--- config.mk ---
export PLATFORM = sky130hd
export DESIGN_NAME = gpi_rx_cond
export DESIGN_NICKNAME = d
export VERILOG_FILES = /design/src/rtl/gpi_rx_cond.sv
export SDC_FILE = /design/constraint.sdc
export NUM_CORES = 1
export LEC_CHECK = 0
export BUFFER_PORTS_ARGS = -buffer_cell sky130_fd_sc_hd__buf_4
export CAP_MARGIN = 10
export CORE_UTILIZATION = 52
export DETAILED_ROUTE_END_ITERATION = 10
export PLACE_DENSITY = 0.86
export SLEW_MARGIN = 25
export SYNTH_ARGS = -nofsm -noshare
export SYNTH_HDL_FRONTEND = slang
export SYNTH_SLANG_ARGS = --single-unit
export TNS_END_PERCENT = 20
--- constraint.sdc ---
create_clock -name CLK_I -period 2.4 [get_ports CLK_I]
set_input_delay 0 -clock CLK_I [delete_from_list [all_inputs] [get_ports CLK_I]]
set_output_delay 0 -clock CLK_I [all_outputs]
set_load 0.03 [all_outputs]
--- src/rtl/gpi_rx_cond.sv ---
`default_nettype none
// ============================================================================
// Module      : gpi_rx_cond
// Description : GPI receive conditioner. It gates the pad receiver, synchronises
//               the pad data, applies a glitch filter, detects edges and raises
//               a sticky interrupt. The edge timestamp capture is enabled by
//               defining GPI_RX_COND_TIMESTAMP_EN.
// Revision    : 1.0 - initial release
// ============================================================================
module gpi_rx_cond #(
    parameter int SYNC_STAGES = 2,
    parameter int FILT_W      = 8,
    parameter int WARM_CYC    = 4,
    parameter int TS_W        = 16
) (
    input  logic              CLK_I,
    input  logic              RST_I,
    input  logic              PAD_DI_I,
    input  logic              EN_I,
    output logic              IE_O,
    input  logic              POL_I,
    input  logic [FILT_W-1:0] FILT_LEN_I,
    input  logic [1:0]        EDGE_SEL_I,
    output logic              DAT_O,
    output logic              RISE_O,
    output logic              FALL_O,
    output logic              IRQ_O,
    input  logic              IRQ_CLR_I,
    output logic [TS_W-1:0]   TS_O,
    output logic              TS_VLD_O
);

    localparam logic [3:0] c_WARM_LAST = 4'(WARM_CYC - 1);

    typedef enum logic [1:0] {
        ST_OFF  = 2'd0,
        ST_WARM = 2'd1,
        ST_RUN  = 2'd2
    } state_t;

    state_t              r_state, w_state_nxt;
    logic [SYNC_STAGES-1:0] r_sync;
    logic [FILT_W-1:0]   r_filt_cnt, w_filt_nxt;
    logic [3:0]          r_warm_cnt, w_warm_nxt;
    logic                r_ie, w_ie_nxt;
    logic                r_dat, w_dat_nxt;
    logic                r_rise, w_rise_nxt;
    logic                r_fall, w_fall_nxt;
    logic                r_irq;
    logic                w_s;
    logic                w_hit;

    // Synchroniser runs regardless of enable so data is settled at warm-up end
    always_ff @(posedge CLK_I or posedge RST_I) begin
        if (RST_I) r_sync <= '0;
        else       r_sync <= {r_sync[SYNC_STAGES-2:0], PAD_DI_I};
    end

    assign w_s = r_sync[SYNC_STAGES-1] ^ POL_I;

    always_ff @(posedge CLK_I or posedge RST_I) begin
        if (RST_I) r_state <= ST_OFF;
        else       r_state <= w_state_nxt;
    end

    always_comb begin
        w_state_nxt = r_state;
        w_ie_nxt    = r_ie;
        w_dat_nxt   = r_dat;
        w_rise_nxt  = 1'b0;
        w_fall_nxt  = 1'b0;
        w_filt_nxt  = r_filt_cnt;
        w_warm_nxt  = r_warm_cnt;
        case (r_state)
            ST_OFF: begin
                w_ie_nxt   = 1'b0;
                w_dat_nxt  = 1'b0;
                w_filt_nxt = '0;
                if (EN_I) begin
                    w_state_nxt = ST_WARM;
                    w_ie_nxt    = 1'b1;
                    w_warm_nxt  = '0;
                end
            end
            ST_WARM: begin
                if (!EN_I) begin
                    w_state_nxt = ST_OFF;
                    w_ie_nxt    = 1'b0;
                    w_dat_nxt   = 1'b0;
                    w_filt_nxt  = '0;
                end else if (r_warm_cnt == c_WARM_LAST) begin
                    // Initial load of the level is not reported as an edge
                    w_state_nxt = ST_RUN;
                    w_dat_nxt   = w_s;
                    w_filt_nxt  = '0;
                end else begin
                    w_warm_nxt = r_warm_cnt + 4'd1;
                end
            end
            ST_RUN: begin
                if (!EN_I) begin
                    w_state_nxt = ST_OFF;
                    w_ie_nxt    = 1'b0;
                    w_dat_nxt   = 1'b0;
                    w_filt_nxt  = '0;
                end else if (w_s == r_dat) begin
                    w_filt_nxt = '0;
                end else if (r_filt_cnt >= FILT_LEN_I) begin
                    // >= keeps a shrinking filter length from stalling the count
                    w_dat_nxt  = w_s;
                    w_filt_nxt = '0;
                    w_rise_nxt = w_s;
                    w_fall_nxt = ~w_s;
                end else begin
                    w_filt_nxt = r_filt_cnt + 1'b1;
                end
            end
            default: begin
                w_state_nxt = ST_OFF;
                w_ie_nxt    = 1'b0;
                w_dat_nxt   = 1'b0;
                w_filt_nxt  = '0;
            end
        endcase
    end

    always_ff @(posedge CLK_I or posedge RST_I) begin
        if (RST_I) begin
            r_ie       <= 1'b0;
            r_dat      <= 1'b0;
            r_rise     <= 1'b0;
            r_fall     <= 1'b0;
            r_filt_cnt <= '0;
            r_warm_cnt <= '0;
        end else begin
            r_ie       <= w_ie_nxt;
            r_dat      <= w_dat_nxt;
            r_rise     <= w_rise_nxt;
            r_fall     <= w_fall_nxt;
            r_filt_cnt <= w_filt_nxt;
            r_warm_cnt <= w_warm_nxt;
        end
    end

    assign w_hit = (r_rise & EDGE_SEL_I[0]) | (r_fall & EDGE_SEL_I[1]);

    // Set has priority over clear so no selected edge is ever lost
    always_ff @(posedge CLK_I or posedge RST_I) begin
        if (RST_I)          r_irq <= 1'b0;
        else if (w_hit)     r_irq <= 1'b1;
        else if (IRQ_CLR_I) r_irq <= 1'b0;
    end

`ifdef GPI_RX_COND_TIMESTAMP_EN
    logic [TS_W-1:0] r_ts_cnt;
    logic [TS_W-1:0] r_ts;
    logic            r_ts_vld;

    always_ff @(posedge CLK_I or posedge RST_I) begin
        if (RST_I) r_ts_cnt <= '0;
        else       r_ts_cnt <= r_ts_cnt + 1'b1;
    end

    // First selected edge wins until software clears the capture
    always_ff @(posedge CLK_I or posedge RST_I) begin
        if (RST_I) begin
            r_ts     <= '0;
            r_ts_vld <= 1'b0;
        end else if (w_hit && !r_ts_vld) begin
            r_ts     <= r_ts_cnt;
            r_ts_vld <= 1'b1;
        end else if (IRQ_CLR_I) begin
            r_ts_vld <= 1'b0;
        end
    end

    assign TS_O     = r_ts;
    assign TS_VLD_O = r_ts_vld;
`else
    assign TS_O     = '0;
    assign TS_VLD_O = 1'b0;
`endif

    assign IE_O   = r_ie;
    assign DAT_O  = r_dat;
    assign RISE_O = r_rise;
    assign FALL_O = r_fall;
    assign IRQ_O  = r_irq;

endmodule
`default_nettype wire

==> flow_summary_export.csv <==
group,metric,value,unit
run_status,outcome,"completed",
cts,cts_root_buffer,"clkbuf_4",
final_layout,layout.nets,216,
worst_setup_path,crit_family,"compound AO/OA/AOI/OAI gates",
worst_setup_path,arrival,2.20,ns
worst_setup_path,cp_cell_sequence,"ha_1, a211oi_1, o21ai_1, a211oi_1, buf_4, nand3_4, o22ai_1",
run,maxCapViolCount,0,
cts,cts_buffers,3,
worst_setup_path,cp-end-kind,"register",
worst_setup_path,reg2reg_depth,7,
timing,finalCritPeriodShare,82.2,%
route,vias,1161,
die,die_w,54.7,µm
final_layout,drive_gt1_share,15.6,%
die,die_area,2990,µm²
worst_setup_path,path_class,"register to register",
cts,clock_latency,0.31,ns
cts,postCtsSetupBuffers,0,
timing,fin_skew,0.00538,ns
die,floorplan.rows,18,
yosys,netlist_area,1440,µm²
worst_setup_path,start_kind,"register",
cts,htreeDepth,1,
hold_path,hold_end,"IE_O$_DFFE_PP0P_",
route,drtIter0Drc,30,
global_route,grt_pass1_wl,4440,µm
placement,dpl.cell_count,208,
placement,portBuffers,20,
timing,tns,0,ns
yosys,yosysWarnings,0,
yosys,async_flop_share,100,%
timing,setup_violations,0,
yosys,syn_inst,161,
route,vias_per_cell,5.38,
worst_setup_path,r2r_setup_slack,0.43,ns
die,die_h,54.7,µm
cts,ctsHoldBuffers,4,
cts,cts_tree,"yes",
die,start_util,56.6,%
placement,hpwl,2060,µm
yosys,syn_area_per_cell,8.95,µm²
cts,cts-resized-gates,0,
route,drt.antenna.violating_nets,0,
route,avgRoutedWirePerCell,12.5,µm
global_route,overflow,0,
final_layout,postLayoutCellArea,1620,µm²
route,first_pass_iters,4,
global_route,grt_pass1_vias,1074,
timing,rsz0062_at_grt,"no",
worst_setup_path,r2r_end,"r_filt_cnt[2]$_DFFE_PP0P_",
cts,clkTransAtPathRegs,0.11,ns
timing,slew_viol_final,0,
yosys,synth.distinct_cells,39,
cts,clkSinkCount,21,
timing,worst_slew_margin_rel,47.1,%
global_route,grtUsageTotal,20.7,%
worst_setup_path,r2r-start,"r_filt_cnt[2]$_DFFE_PP0P_",
yosys,ys.flop_type,"dfrtp_1",
final_layout,final_util,63.7,%
timing,fmax,507,MHz
yosys,synth-edff-count,0,
hold_path,holdCritPathClass,"input port to register",
worst_setup_path,timing.critical_path.buf_inv,1,
worst_setup_path,path_max_fanout,11,
final_layout,area_delta_synth_final,12.5,%
power,p_total,1.06,mW
placement,placed_cell_area,1560,µm²
route,wl,2690,µm
die,core_area,2540,µm²
hold_path,min_from,"EN_I",
die,io_pins,38,
power,power.leakage,0.782,nW
yosys,synth_seq_area_share,36.5,%
timing,worst_pin_slew,0.792,ns
route,drc_errors,0,
power,p_per_area,652,nW/µm²
hold_path,hold_depth,3,
final_layout,finalNonFillerCells,216,
worst_setup_path,crit_top_cell,"a211oi_1",
worst_setup_path,cpMaxStageDelayCell,"dfrtp_1",
timing,final_hold_viol_count,0,
timing,layout_min_cycle_time,1.97,ns
yosys,ys_ff_latch,21,
final_layout,n_antenna_cell,0,
placement,gp_congestion,0.751,
global_route,antenna_found_initial,0,
global_route,grt_max_degree,22,
cts,clockBufferDepth,2,
power,max-vdd-ir-drop,0.645,mV
worst_setup_path,slowest_delay,0.43,ns
worst_setup_path,worstPathRequired,2.63,ns
==> flip-flops by register name, indices dropped and copies added (netlist names) <==
signal      cells
RISE_O          1
DAT_O           1
FALL_O          1
IE_O            1
r_warm_cnt      4
r_sync          2
r_state         2
IRQ_O           1
r_filt_cnt      8
==> cell usage after synthesis (2+ instances only) <==
library cell  number  area, µm²
nor2b_1            2       12.5
buf_2              2       10.0
nand2b_1           5       31.3
nor2_1             7       26.3
o21ai_0            6       30.0
o22ai_1            6       37.5
nor3_1             3       15.0
a31oi_1            5       31.3
ha_1              13        163
a22o_1             2       17.5
a211oi_1           3       22.5
nand2_1           12       45.0
buf_4             17        128
nand3_1            9       45.0
nand4_1            3       18.8
a21oi_1            3       15.0
dfrtp_1           21        526
o21ai_1            3       15.0
inv_1             19       71.3
==> worst max-delay path by stage <==
stage,from,endpoint,slack [ns],cells past startpoint
after detailed placement,r_filt_cnt[2]$_DFFE_PP0P_,r_filt_cnt[2]$_DFFE_PP0P_,0.47,7
after global routing,r_filt_cnt[2]$_DFFE_PP0P_,r_filt_cnt[4]$_DFFE_PP0P_,0.26,7
after CTS,r_filt_cnt[2]$_DFFE_PP0P_,r_filt_cnt[2]$_DFFE_PP0P_,0.43,7
after floorplan,r_filt_cnt[2]$_DFFE_PP0P_,r_filt_cnt[2]$_DFFE_PP0P_,0.58,7
final,r_filt_cnt[2]$_DFFE_PP0P_,r_filt_cnt[2]$_DFFE_PP0P_,0.43,7
after global placement,r_filt_cnt[2]$_DFFE_PP0P_,r_filt_cnt[6]$_DFFE_PP0P_,0.56,7
==> stage by stage <==
stage	hold WS [ns]	setup slack, ns
2_1_floorplan	-0.0235	0.584
3_5_place_dp	0.115	0.467
6_report	0.0533	0.428
5_1_grt	0.0532	0.261
3_3_place_gp	0.111	0.556
4_1_cts	0.0295	0.434
==> layout by cell type, fill, tap and decap left out, types with 2 or more instances in the layout <==
master         netlist  layout
a211oi_1             3       3
a21oi_1              3       3
a22o_1               2       2
a31oi_1              5       5
buf_4               17      21
clkbuf_4             0       3
conb_1               1      17
dfrtp_1             21      21
dlygate4sd3_1        0       4
ha_1                13      13
inv_1               19      19
nand2_1             12      12
nand2b_1             5       5
nand3_1              9       9
nand4_1              3       3
nor2_1               7       7
nor2b_1              2       2
nor3_1               3       3
o21ai_0              6       6
o21ai_1              3       3
o22ai_1              6       6
==> worst reg2reg max path, cell delays in order, from the launching register on <==
cell and delay (ns):
dfrtp_1 0.43, ha_1 0.30, a211oi_1 0.23, o21ai_1 0.10
a211oi_1 0.25, buf_4 0.23, nand3_4 0.14, o22ai_1 0.23
==> logic make-up (layout without fill, tap and decap cells) <==
logic type      count (synthesis)  after routing  share of synthesized area, %
simple gates                   49             49                          18.8
buf+inv                        39             48                          14.8
compound gates                 36             36                          16.7
other cells                     1             17                         0.260
mux                             1              1                         0.694
fa+ha+maj                      13             13                          11.3
flops                          21             21                          36.5
xor+xnor                        1              1                          1.13
==> layer usage <==
layer  track usage, %  part of all wire, %
met4             4.27                    0
met3             6.11                  5.4
met2             35.9                   53
met1             24.9                   41
met5                0                    0
==> layout make-up <==
type                            instances  area [µm²]
Tap cell                               30        37.5
Inverter                               19        71.3
Multi-Input combinational cell        117         763
Timing Repair Buffer                   25         198
Fill cell                             216         923
Clock buffer                            4        26.3
Sequential cell                        21         526
==> power breakdown <==
group | switching [mW] | total, mW | internal, mW
Sequential | 0.0347 | 0.434 | 0.399
Combinational | 0.276 | 0.450 | 0.174
Clock | 0.109 | 0.174 | 0.0650
Total | 0.420 | 1.06 | 0.637
(Power assumes the default switching activity.)
